$ cat src/rtl/instr_sequencer.sv
// Fetch/decode/execute controller: fetches over req/ack, pulses exec_en for ALU ops, resolves jumps/halt itself.
// Latency: ALU op 4 cycles, jump/NOP 3, halt 2 (zero-wait memory); each imem wait cycle adds one.
// Backpressure: FETCH holds imem_req until imem_ack; SEQ_FETCH_TIMEOUT_EN bounds the wait and halts with fetch_err.
module instr_sequencer #(
    parameter int PC_W          = 8,
    parameter int FETCH_TIMEOUT = 16
) (
    input  logic            clk,
    input  logic            rst,
    input  logic            start,
    output logic            imem_req,
    output logic [PC_W-1:0] imem_addr,
    input  logic            imem_ack,
    input  logic [31:0]     imem_rdata,
    output logic [31:0]     ir,
    output logic            ir_load,
    output logic            exec_en,
    input  logic            zero_flag,
    output logic [PC_W-1:0] pc,
    output logic            busy,
    output logic            halted,
    output logic            fetch_err
);

    typedef enum logic [2:0] {
        S_IDLE,
        S_FETCH,
        S_DECODE,
        S_EXEC,
        S_NEXT,
        S_HALT
    } state_t;

    localparam logic [4:0] OP_ALU_MAX = 5'b01011;
    localparam logic [4:0] OP_JMP     = 5'b01100;
    localparam logic [4:0] OP_JZ      = 5'b01101;
    localparam logic [4:0] OP_JNZ     = 5'b01110;
    localparam logic [4:0] OP_HALT    = 5'b01111;

    state_t          state;
    logic [4:0]      opcode;
    logic [PC_W-1:0] target;
    logic [PC_W-1:0] pc_inc;
    logic            take_jump;

    assign opcode    = ir[31:27];
    assign target    = ir[PC_W-1:0];
    assign pc_inc    = pc + PC_W'(1);
    assign imem_addr = pc;

    // zero_flag is only consumed in NEXT, one cycle after any exec_en pulse
    always_comb begin
        take_jump = 1'b0;
        case (opcode)
            OP_JMP:  take_jump = 1'b1;
            OP_JZ:   take_jump = zero_flag;
            OP_JNZ:  take_jump = !zero_flag;
            default: take_jump = 1'b0;
        endcase
    end

`ifdef SEQ_FETCH_TIMEOUT_EN
    localparam int TW = $clog2(FETCH_TIMEOUT + 1);
    logic [TW-1:0] tmo_cnt;
    logic          tmo_hit;
    logic          fetch_err_q;

    assign tmo_hit   = (tmo_cnt == TW'(FETCH_TIMEOUT - 1));
    assign fetch_err = fetch_err_q;
`else
    // parameter stays referenced so both builds share one interface
    assign fetch_err = 1'b0 & (FETCH_TIMEOUT == 0);
`endif

    always_ff @(posedge clk or posedge rst) begin
        if (rst) begin
            state    <= S_IDLE;
            pc       <= '0;
            imem_req <= 1'b0;
            ir       <= '0;
            ir_load  <= 1'b0;
            exec_en  <= 1'b0;
            busy     <= 1'b0;
            halted   <= 1'b0;
`ifdef SEQ_FETCH_TIMEOUT_EN
            tmo_cnt     <= '0;
            fetch_err_q <= 1'b0;
`endif
        end else begin
            ir_load <= 1'b0;
            exec_en <= 1'b0;
            case (state)
                S_IDLE, S_HALT: begin
                    if (start) begin
                        pc       <= '0;
                        imem_req <= 1'b1;
                        busy     <= 1'b1;
                        halted   <= 1'b0;
                        state    <= S_FETCH;
`ifdef SEQ_FETCH_TIMEOUT_EN
                        tmo_cnt     <= '0;
                        fetch_err_q <= 1'b0;
`endif
                    end
                end
                S_FETCH: begin
                    if (imem_ack) begin
                        ir       <= imem_rdata;
                        imem_req <= 1'b0;
                        ir_load  <= 1'b1;
                        state    <= S_DECODE;
                    end
`ifdef SEQ_FETCH_TIMEOUT_EN
                    else if (tmo_hit) begin
                        imem_req    <= 1'b0;
                        fetch_err_q <= 1'b1;
                        busy        <= 1'b0;
                        halted      <= 1'b1;
                        state       <= S_HALT;
                    end else begin
                        tmo_cnt <= tmo_cnt + TW'(1);
                    end
`endif
                end
                S_DECODE: begin
                    if (opcode <= OP_ALU_MAX) begin
                        exec_en <= 1'b1;
                        state   <= S_EXEC;
                    end else if (opcode == OP_HALT) begin
                        busy   <= 1'b0;
                        halted <= 1'b1;
                        state  <= S_HALT;
                    end else begin
                        state <= S_NEXT;
                    end
                end
                S_EXEC: state <= S_NEXT;
                S_NEXT: begin
                    pc       <= take_jump ? target : pc_inc;
                    imem_req <= 1'b1;
                    state    <= S_FETCH;
`ifdef SEQ_FETCH_TIMEOUT_EN
                    tmo_cnt <= '0;
`endif
                end
                default: state <= S_IDLE;
            endcase
        end
    end

endmodule

$ cat config.mk
export PLATFORM = sky130hd
export DESIGN_NAME = instr_sequencer
export DESIGN_NICKNAME = d
export VERILOG_FILES = /design/src/rtl/instr_sequencer.sv
export SDC_FILE = /design/constraint.sdc
export NUM_CORES = 1
export LEC_CHECK = 0
export CAP_MARGIN = 20
export CORE_MARGIN = 3
export CORE_UTILIZATION = 60
export CTS_CLUSTER_SIZE = 24
export DETAILED_ROUTE_END_ITERATION = 12
export DONT_BUFFER_PORTS = 1
export PLACE_DENSITY_LB_ADDON = 0.3
export SKIP_CTS_REPAIR_TIMING = 1
export SYNTH_ARGS = -nofsm -noshare
export SYNTH_HDL_FRONTEND = slang
export SYNTH_SLANG_ARGS = --single-unit
$ cat constraint.sdc
create_clock -name clk -period 3.7 [get_ports clk]
set_input_delay 1.11 -clock clk [delete_from_list [all_inputs] [get_ports clk]]
set_output_delay 1.11 -clock clk [all_outputs]
set_load 0.01 [all_outputs]
# Word-level counts from Yosys, hierarchy flattened
# Index checks and enable logic that the tools add are counted.
[word_totals] input_bits=37 ff_bits=48 out_inout_bits=54 elab_cells=57
[op_classes] reduce_logical=11 n_lt_le_gt_ge=1 n_addsub=1 n_eq_ne=13 n_mux=23
[op_table] cell="equality test 5 x 4 -> 1 bit (second input constant)" count=4
[op_table] cell="2-to-1 mux 8 bit" count=2
[op_table] cell="one-hot mux 8 bit (2 select lines)" count=1
[op_table] cell="one-hot mux 3 bit (5 select lines)" count=1
[op_table] cell="2-to-1 mux 1 bit" count=12
[op_table] cell="2-to-1 mux 3 bit" count=3
[op_table] cell="adder 8 x 1 -> 8 bit (second input constant)" count=1
[op_table] cell="!= test 2 bit (second input constant)" count=4
[op_table] cell="equality test 3 x 2 -> 1 bit (second input constant)" count=2
[op_table] cell="equality test 3 bit (second input constant)" count=2
[op_table] cell="one-hot mux 1 bit (3 select lines)" count=2
[op_table] cell="AND reduction 2 bit" count=3
[op_table] cell="less-or-equal comparator 5 x 4 -> 1 bit (second input constant)" count=1
[op_table] cell="one-hot mux 1 bit (2 select lines)" count=2
[op_table] cell="AND reduction 4 bit" count=1
[op_table] cell="nonzero test 2 bit" count=2
[op_table] cell="equality test 3 x 1 -> 1 bit (second input constant)" count=1
[op_table] cell="zero test 3 bit" count=1
[op_table] cell="AND reduction 3 bit" count=1
[op_table] cell="nonzero test 3 bit" count=1
[op_table] cell="OR reduction 2 bit" count=1
[op_table] cell="zero test 1 bit" count=1

# Logic depth before layout (Yosys ltp)
# Gate-level depths: netlist of run 1.
[logic_depth] ltp_word=4 ltp_mapped=5 ltp_nobuf=5

# Worst setup path before layout of run 1
# Ideal clock, no wire load.
[synth_path] path_type="input-to-reg" from="in zero_flag" to="reg pc[0] (netlist: imem_addr[0])" required_time_ns=3.554 slack_ns=1.562 setup_ns=0.146 cell_stages=5 arrival_time_ns=1.991 n_path_buf=1 path_cell_list="mux2_4 or2_1 buf_6 o21ai_0 o22ai_1"
[synth_via] elab_chain_len=4
[synth_lines] item="start: declaration" line_no="18" rtl="input logic zero_flag,"
[synth_lines] item="zero test 1 bit" line_no="57" rtl="OP_JNZ: take_jump = !zero_flag;"
[synth_lines] item="one-hot mux 1 bit (3 select lines) (*)" line_no="54" rtl="case (opcode)"
[synth_lines] item="2-to-1 mux 8 bit (*)" line_no="139" rtl="pc <= take_jump ? target : pc_inc;"
[synth_lines] item="one-hot mux 8 bit (2 select lines) (*)" line_no="92" rtl="case (state)"
[synth_lines] item="end signal: assignment" line_no="139"
[synth_lines] item="end: declaration" line_no="19" rtl="output logic [PC_W-1:0] pc,"
# Every way passes the cells marked *; elsewhere a longest branch is shown, timed or not.
# A chain may end at the register's enable or synchronous reset.

# Worst setup path after layout of run 1
[layout_path] from="in imem_ack" to="reg ir[24]"
[layout_via] elab_chain_len=1
[layout_lines] item="start: declaration" line_no="13" rtl="input logic imem_ack,"
[layout_lines] item="AND reduction 2 bit (no source line)"
[layout_lines] item="end signal: assignment" line_no="108" rtl="ir <= imem_rdata;"
[layout_lines] item="end: declaration" line_no="15" rtl="output logic [31:0] ir,"
# Every way passes these cells.

==> results of run 1 <==
-- per-stage QoR --
step                      utilization  setup slack (ns)
after floorplan                     -              1.45
after global placement          0.630              1.18
after detailed placement        0.630              1.12
after CTS                       0.666              1.44
after global routing            0.666              1.38
final                           0.666              1.44
-- area by class of cell --
type / instances / area [um^2]
clock buffer: 7 / 96.3
clock inverter: 1 / 30.0
fill: 261 / 1170
inverter: 7 / 26.3
multi-input combinational: 103 / 910
sequential: 48 / 1200
tap: 46 / 57.6
timing repair buffer: 1 / 7.51
-- kinds of logic after synthesis --
logic type	after synthesis	synth area share
flops	48	0.527
other cells	1	0.00165
compound gates	30	0.0830
fa+ha+maj	1	0.00549
simple gates	32	0.0808
buf+inv	23	0.0731
mux	38	0.225
xor+xnor	1	0.00385
-- cell usage in the layout, fill, tap and decap left out, types with 6 or more instances in the layout --
master	n
o2bb2ai_1	6
inv_1	6
clkbuf_8	7
nand2_1	7
mux2_2	9
nor2_1	6
o21ai_0	11
mux2_4	24
dfrtp_1	48
-- routing by layer --
layer  global-route usage  wire length (um)  up-vias
met3               0.0882               383        8
met5                    0                 0        -
met4               0.0709                63        0
met1                0.232              1690      668
met2                0.316              2140       72
li1                     -                 -      582
-- sequential cells by signal, summed over array words and instances (netlist names) --
register,cells
imem_addr,8
halted,1
ir_load,1
exec_en,1
busy,1
imem_req,1
state,3
ir,32
-- worst max-delay path: cells and delay by family --
kind                   cells  cell delay [ns]
buffers and inverters      1             0.42
multiplexers               1             0.38
AND/OR/NAND/NOR            1             0.50
-- path summary, 6_finish.rpt --
| check | startpoint | to | slack, ns | cells past startpoint |
|---|---|---|---|---|
| max in group asynchronous | rst | ir[30]$_DFFE_PP0P_ | 2.20 | 1 |
| min in group asynchronous | rst | ir[10]$_DFFE_PP0P_ | 0.91 | 1 |
| min reg2reg | halted$_DFFE_PP0P_ | halted$_DFFE_PP0P_ | 0.57 | 1 |
| max | imem_ack | ir[24]$_DFFE_PP0P_ | 1.44 | 3 |
| max reg2reg | state[2]$_DFFE_PP0P_ | ir[24]$_DFFE_PP0P_ | 1.65 | 3 |
| min | halted$_DFFE_PP0P_ | halted$_DFFE_PP0P_ | 0.57 | 1 |
-- power by group --
group | leakage [nW] | internal [W] | switching (W)
Sequential | 0.586 | 0.000752 | 0.000355
Combinational | 0.406 | 0.000389 | 0.000247
Clock | 0.0645 | 0.000238 | 0.000165
==> reports/results.ini, run 1 <==
[synthesis]
netlist_area_mm2 = 0.00228
synth-edff-count = 0
ys_async_sr_fraction = 1.00
synth_flop_cell = dfrtp_1
synthTopCellsByCount = dfrtp_1 (48), mux2_4 (24), o21ai_0 (11)
avgSynthCellArea_um2 = 13.1
ys_ff_latch = 48
synth_largest_area_cell = dfrtp_1
synth_cell_types = 35
ys_warn_count = 0
yosysMostFrequentCell = dfrtp_1
yosysTopAreaCellShare = 0.527
ys_seq_area_frac = 0.527
synth_area_leaders = dfrtp_1 (53%), mux2_4 (16%), mux2_2 (4.5%)
syn_nets = 212
synthCells = 174

[route]
dr.pass1.iters = 4
viasPerCell = 6.24
antenna_left = 0
route.detailed.drc = 0
drtIter0Drc = 128
wl_per_cell_um = 20.1
routed_wl_mm = 4.28
num_vias = 1330

[sta]
slew_headroom = 0.359
finalMaxSlewViolations = 0
layout_worst_path_cycle_share = 0.611
fin_crit_ns = 2.26
rsz0062_at_grt = false
final_hold_viol_count = 0
worstMarginPinSlew_ns = 0.961
fin_skew_ns = 0.00705
timing.hold.ws_ns = 0.570
setup_viol = 0
max_freq_ghz = 0.443
setup-tns-final_ns = 0

[global_routing]
antenna_found_initial = 0
grt_overflow_total = 0
grt_pass1_wl_mm = 6.48
grt_max_degree = 49
grt_usage = 0.197
grt_pass1_vias = 1341

[pwr]
p_total_w = 0.00215
ir_drop_v = 0.000522
power.density_mw_per_mm2 = 922
p_leak_nw = 1.06

[worst_hold_path]
hp-class = reg2reg

[worst_setup_path]
crit_chain = and4bb_2 -> buf_4 -> mux2_2
worstSetupStartpointType = primary input
required_ns = 3.88
crit_slowest_cell = and4bb_2
critPathCaptureType = flip-flop
critPathMaxStageDelay_ns = 0.50
crit_type = in2reg
cp_max_fo = 23
crit_arrival_ns = 2.44

[clock_tree]
clockBufferDepth = 2
cts_sinks = 48
clkLatencyLatePin_ns = 0.30
numCtsBuffers = 5
cts_tree = yes
htree_levels = 2
clkTransAtPathRegs_ns = 0.08
cts-root-buf = clkbuf_8

[job]
cap_violations = 0

[floorplanning]
coreArea_mm2 = 0.00349
die-area_mm2 = 0.00457
io_pins = 91
initial_core_util = 0.652
num_rows = 21
die_x_um = 67.6
dieHeight_um = 67.6

[placement]
port_buffers = 0
placed_cells = 205
place_congestion = 0.731
dpl.hpwl_mm = 3.07
placed_cell_area_mm2 = 0.00220

[run_status]
status = complete, no violations

[finish]
diodes = 0
drive_gt1_frac = 0.281
nets = 204
layoutNonFillerInstCount = 213
stdcell_area_mm2 = 0.00233
area_delta_synth_final_pct = 2.25

Power figures use the tool's default switching activity.
==> run 2: changes to the inputs <==
==> constraint.sdc (replaced) <==
create_clock -name clk -period 2.22 [get_ports clk]
set_input_delay 0.666 -clock clk [delete_from_list [all_inputs] [get_ports clk]]
set_output_delay 0.666 -clock clk [all_outputs]
set_load 0.01 [all_outputs]
==> run 2 against run 1 <==
- worst hold slack got worse by 0.44 ns
- total power rose by 62%
- combinational power rose by 75%
- first-iteration DRC count fell by 17%
- worst setup slack got worse by 0.87 ns
- cell area rose by 0.11%
- cell count rose by 1.4%
- count of clock-buffer cells in the layout did not move
- critical path type is now reg2reg
==> reports/results.ini, run 2 (synthesized netlist as in run 1, its figures left out) <==
[clock_tree]
numCtsBuffers = 5  ; unchanged
clkLatencyLatePin_ns = 0.30  ; about the same
clockBufferDepth = 2  ; unchanged
htree_levels = 2  ; unchanged
clkTransAtPathRegs_ns = 0.08  ; about the same
cts_tree = yes  ; unchanged
cts_sinks = 48  ; unchanged
cts-root-buf = clkbuf_8  ; unchanged

[global_routing]
grt_use_met1 = 0.245  ; was 0.232
grt_pass1_wl_mm = 6.82  ; was 6.48 mm
grt_busiest_layer = met2  ; unchanged
grt_usage = 0.208  ; was 0.197
antenna_found_initial = 0  ; unchanged
grt_overflow_total = 0  ; unchanged
grt_max_degree = 34  ; was 49
grt_pass1_vias = 1334  ; was 1341
use_met2 = 0.326  ; was 0.316
grtUsageMet3 = 0.0915  ; was 0.0882

[floorplanning]
die-area_mm2 = 0.00457  ; unchanged
coreArea_mm2 = 0.00349  ; unchanged
num_rows = 21  ; unchanged
dieHeight_um = 67.6  ; unchanged
io_pins = 91  ; unchanged
die_x_um = 67.6  ; unchanged
initial_core_util = 0.652  ; unchanged

[pwr]
sw_frac_of_total = 0.372  ; was 0.357
seqPwrFrac = 0.528  ; was 0.516
p_switching_w = 0.00130  ; was 0.000767 W
ir_drop_v = 0.000969  ; was 0.000522 V
combPwrFrac = 0.318  ; was 0.296
p_leak_nw = 1.05  ; was 1.06 nW
clkPwrFrac = 0.154  ; was 0.188
power.internal_w = 0.00219  ; was 0.00138 W
power.density_mw_per_mm2 = 1500  ; was 922 mW/mm^2

[route]
num_vias = 1312  ; was 1330
dr.pass1.iters = 4  ; unchanged
routed_wl_mm = 4.44  ; was 4.28 mm
wl_per_cell_um = 20.5  ; was 20.1 um
viasPerCell = 6.07  ; was 6.24
antenna_left = 0  ; unchanged
drtIter0Drc = 106  ; was 128
route.detailed.drc = 0  ; unchanged

[finish]
final_cell_mix = dfrtp_1 (48), mux2_4 (24), o21ai_0 (11)  ; unchanged
largest_reg_flops = 32  ; unchanged
final.fill_count = 268  ; was 261
top_register = ir  ; unchanged
drive_gt1_frac = 0.288  ; was 0.281
diodes = 0  ; unchanged
layout_commonest_cell = dfrtp_1  ; unchanged
final_util = 0.667  ; was 0.666
stdcell_area_mm2 = 0.00233  ; about the same
nets = 207  ; was 204
area_delta_synth_final_pct = 2.36  ; was 2.25%
layoutNonFillerInstCount = 216  ; was 213

[placement]
port_buffers = 0  ; unchanged
place_congestion = 0.796  ; was 0.731
placed_cell_area_mm2 = 0.00224  ; was 0.00220 mm^2
dpl.hpwl_mm = 3.27  ; was 3.07 mm
placed_cells = 208  ; was 205

[job]
cap_violations = 0  ; unchanged

[run_status]
status = complete, no violations  ; unchanged

[worst_setup_path]
worstSetupStartpointType = flip-flop  ; was primary input
crit_chain = and4bb_2 -> buf_12 -> mux2_2  ; was and4bb_2 -> buf_4 -> mux2_2
crit_slowest_cell = dfrtp_1  ; was and4bb_2
required_ns = 2.41  ; was 3.88 ns
critPathCaptureType = flip-flop  ; unchanged
cp_max_fo = 33  ; was 23
worst_r2r_startpoint = state[2]$_DFFE_PP0P_  ; unchanged
critPathMaxStageDelay_ns = 0.48  ; was 0.50 ns
r2r_end = ir[22]$_DFFE_PP0P_  ; was ir[24]$_DFFE_PP0P_
crit_arrival_ns = 1.84  ; was 2.44 ns
r2r_setup_slack_ns = 0.57  ; was 1.65 ns
reg2reg_depth = 3  ; unchanged
crit_type = reg2reg  ; was in2reg

[sta]
fin_crit_ns = 1.65
fin_skew_ns = 0.00846  ; was 0.00705 ns
rsz0062_at_grt = false  ; unchanged
finalMaxSlewViolations = 0  ; unchanged
setup_viol = 0  ; unchanged
setup-tns-final_ns = 0  ; unchanged
max_freq_ghz = 0.606
layout_worst_path_cycle_share = 0.744
final_hold_viol_count = 0  ; unchanged

[worst_hold_path]
hp-class = in2async  ; was reg2reg

## run 2: how the worst max path moves through the flow
stage / start / end / slack [ns] / cells past startpoint
finish: state[2]$_DFFE_PP0P_ / ir[22]$_DFFE_PP0P_ / 0.57 / 3
global route: ir[30]$_DFFE_PP0P_ / imem_addr[5]$_DFFE_PP0P_ / 0.44 / 4
CTS: state[2]$_DFFE_PP0P_ / ir[22]$_DFFE_PP0P_ / 0.58 / 3
detailed placement: zero_flag / imem_addr[7]$_DFFE_PP0P_ / 0.36 / 4
global placement: zero_flag / imem_addr[4]$_DFFE_PP0P_ / 0.44 / 4
floorplan: rst / busy$_DFFE_PP0P_ / 0.41 / 1
## run 2: cell type report
cell class / instances / area, um^2 / share of cell area
clock inverters: 1 / 7.51 / 0.00322
clock buffers: 7 / 86.3 / 0.0370
multi-input cells: 103 / 910 / 0.390
repair buffers: 4 / 42.5 / 0.0183
flip-flops and latches: 48 / 1200 / 0.515
inverters: 7 / 26.3 / 0.0113
well taps: 46 / 57.6 / 0.0247
## run 2: critical path, delay by kind of cell, from the launching register on
kind / cells / cell delay, ns
and+or+nand+nor: 1 / 0.42
DFF: 1 / 0.48
muxes: 1 / 0.37
buffers and inverters: 1 / 0.25
## run 2: stage by stage
stage               setup WS [ns]  power [W]  hold WS, ns
finish                      0.569    0.00349        0.126
global placement            0.445    0.00289        0.441
CTS                         0.575    0.00351        0.119
global route                0.440    0.00370        0.115
detailed placement          0.362    0.00297        0.449
floorplan                   0.410    0.00277        0.519
## run 2: layer usage
metal,part of all wire,vias to the layer above
met5,0,-
met3,0.094,7
met1,0.39,651
met2,0.50,61
li1,-,593
met4,0.016,0
## run 2: power groups by stage
stage	clock network [W]	registers (W)	logic (W)
2_1_floorplan	0	0.00168	0.00109
3_3_place_gp	0	0.00184	0.00105
3_5_place_dp	0	0.00186	0.00112
4_1_cts	0.000551	0.00185	0.00111
5_1_grt	0.000592	0.00190	0.00121
6_report	0.000538	0.00184	0.00111
==> run 3: changes to the inputs <==
==> constraint.sdc (replaced) <==
create_clock -name clk -period 1.6 [get_ports clk]
set_input_delay 0.48 -clock clk [delete_from_list [all_inputs] [get_ports clk]]
set_output_delay 0.48 -clock clk [all_outputs]
set_load 0.01 [all_outputs]
==> run 3 against run 2 <==
- non-clock buffer count rose by 11
- die area did not move
- global-route usage fell by 0.65 points
- flip-flop and latch count did not move
- count of clock-buffer cells in the layout fell by 2
- via count rose by 1.7%
- critical path depth did not move
- largest cell class unchanged
- highest routed layer unchanged
==> reports/results.ini, run 3 (synthesized netlist as in run 1, its figures left out) <==
[run_status]
status = complete, no violations  ; unchanged

[sta]
setup_viol = 0  ; unchanged
rsz0062_at_grt = false  ; unchanged
fin_skew_ns = 0.00839  ; was 0.00846 ns
fin_crit_ns = 1.51  ; was 1.65 ns
finalMaxSlewViolations = 0  ; unchanged
setup_ws_ns = 0.0870  ; was 0.569 ns
final_hold_viol_count = 0  ; unchanged
max_freq_ghz = 0.661  ; was 0.606 GHz
layout_worst_path_cycle_share = 0.946  ; was 0.744

[floorplanning]
io_pins = 91  ; unchanged
coreArea_mm2 = 0.00349  ; unchanged
die_x_um = 67.6  ; unchanged
num_rows = 21  ; unchanged
die-area_mm2 = 0.00457  ; unchanged
initial_core_util = 0.652  ; unchanged
dieHeight_um = 67.6  ; unchanged

[clock_tree]
clkLatencyLatePin_ns = 0.30  ; about the same
cts-root-buf = clkbuf_8  ; unchanged
htree_levels = 2  ; unchanged
clkTransAtPathRegs_ns = 0.08  ; about the same
numCtsBuffers = 5  ; unchanged
cts_tree = yes  ; unchanged
clockBufferDepth = 2  ; unchanged
cts_sinks = 48  ; unchanged

[placement]
placed_cells = 219  ; was 208
place_congestion = 0.802  ; was 0.796
dpl.hpwl_mm = 3.18  ; was 3.27 mm
port_buffers = 0  ; unchanged
dpl_worst_slack_ns = -0.000851  ; was 0.362 ns

[worst_hold_path]
hp-class = in2async  ; unchanged

[global_routing]
grt_overflow_total = 0  ; unchanged
antenna_found_initial = 0  ; unchanged
grt_pass1_wl_mm = 6.72  ; was 6.82 mm
grt_max_degree = 49  ; was 34
grt_usage = 0.202  ; was 0.208
grt_pass1_vias = 1386  ; was 1334

[worst_setup_path]
reg2reg_depth = 3  ; unchanged
endpoint = ir[23]$_DFFE_PP0P_  ; was ir[22]$_DFFE_PP0P_
cp_max_fo = 26  ; was 33
required_ns = 1.79  ; was 2.41 ns
crit_arrival_ns = 1.70  ; was 1.84 ns
worstSetupStartpointType = flip-flop  ; unchanged
crit_type = reg2reg  ; unchanged
r2r_end = ir[23]$_DFFE_PP0P_  ; was ir[22]$_DFFE_PP0P_
r2r_setup_slack_ns = 0.09  ; was 0.57 ns
worst_r2r_startpoint = state[2]$_DFFE_PP0P_  ; unchanged
critPathCaptureType = flip-flop  ; unchanged
cp-startpoint = state[2]$_DFFE_PP0P_  ; unchanged

[route]
viasPerCell = 5.90  ; was 6.07
route.detailed.drc = 0  ; unchanged
antenna_left = 0  ; unchanged
wl_per_cell_um = 18.7  ; was 20.5 um
num_vias = 1334  ; was 1312
routed_wl_mm = 4.23  ; was 4.44 mm
dr.pass1.iters = 4  ; unchanged
drtIter0Drc = 74  ; was 106

[finish]
diodes = 0  ; unchanged
drive_gt1_frac = 0.333  ; was 0.288
top_register = ir  ; unchanged
layoutNonFillerInstCount = 226  ; was 216
layout_commonest_cell = dfrtp_1  ; unchanged
final_cell_mix = dfrtp_1 (48), mux2_4 (24), buf_4 (13)  ; was dfrtp_1 (48), mux2_4 (24), o21ai_0 (11)
area_delta_synth_final_pct = 6.15  ; was 2.36%
largest_reg_flops = 32  ; unchanged
nets = 218  ; was 207

[pwr]
ir_drop_v = 0.00108  ; was 0.000969 V
power.density_mw_per_mm2 = 2050  ; was 1500 mW/mm^2
p_leak_nw = 1.11  ; was 1.05 nW

[job]
cap_violations = 0  ; unchanged

## run 3: changes by cell type in the layout (fill, tap and decap cells not counted)
| cell | before | now |
|---|---|---|
| clkbuf_8 | 6 | 5 |
| clkbuf_1 | 1 | 0 |
| clkinvlp_4 | 1 | 2 |
| buf_12 | 1 | 2 |
| clkinv_2 | 0 | 1 |
| buf_4 | 3 | 13 |
| inv_2 | 1 | 0 |
## run 3: power breakdown
part | leakage [nW] | switching, W | internal [W] | total [W]
Combinational | 0.480 | 0.000775 | 0.00111 | 0.00189
Clock | 0.0400 | 0.000379 | 0.000296 | 0.000675
Sequential | 0.586 | 0.000646 | 0.00174 | 0.00239
Total | 1.11 | 0.00180 | 0.00315 | 0.00495
## run 3: worst min-delay path by stage
| stage | slack (ns) | cells past startpoint | start | end |
|---|---|---|---|---|
| after floorplan | 0.51 | 1 | rst | busy$_DFFE_PP0P_ |
| after global placement | 0.43 | 2 | rst | ir[15]$_DFFE_PP0P_ |
| after detailed placement | 0.44 | 2 | rst | ir[24]$_DFFE_PP0P_ |
| after CTS | 0.11 | 2 | rst | ir[3]$_DFFE_PP0P_ |
| after global routing | 0.12 | 2 | rst | ir_load$_DFF_PP0_ |
| final | 0.11 | 2 | rst | ir[23]$_DFFE_PP0P_ |
## run 3: cell type report
| type | count | area [um^2] |
|---|---|---|
| Clock buffer | 5 | 68.8 |
| Sequential cell | 48 | 1200 |
| Fill cell | 242 | 1080 |
| Tap cell | 46 | 57.6 |
| Timing Repair Buffer | 15 | 138 |
| Clock inverter | 2 | 12.5 |
| Multi-Input combinational cell | 103 | 910 |
| Inverter | 7 | 30.0 |
## run 3: routing by layer
| metal | part of all wire | vias to the layer above | global-route usage | wire length, um |
|---|---|---|---|---|
| met5 | 0 | - | 0 | 0 |
| met4 | 0.016 | 0 | 0.0835 | 68 |
| met3 | 0.089 | 8 | 0.0732 | 378 |
| met2 | 0.51 | 65 | 0.328 | 2150 |
| met1 | 0.39 | 648 | 0.241 | 1630 |
| li1 | - | 613 | - | - |
## run 3: critical path: stages, from the launching register on
cell and delay (ns):
dfrtp_1 0.45, and4bb_2 0.39, buf_12 0.21, mux2_2 0.36
## run 3: stage by stage
stage	setup TNS [ns]	hold WS [ns]	util	cell area, um^2	power [W]
floorplan	0	0.510	-	2280	0.00385
global placement	0	0.427	0.668	2340	0.00421
detailed placement	-0.000851	0.439	0.668	2340	0.00432
CTS	0	0.109	0.692	2420	0.00501
global route	0	0.117	0.692	2420	0.00526
finish	0	0.105	0.692	2420	0.00495
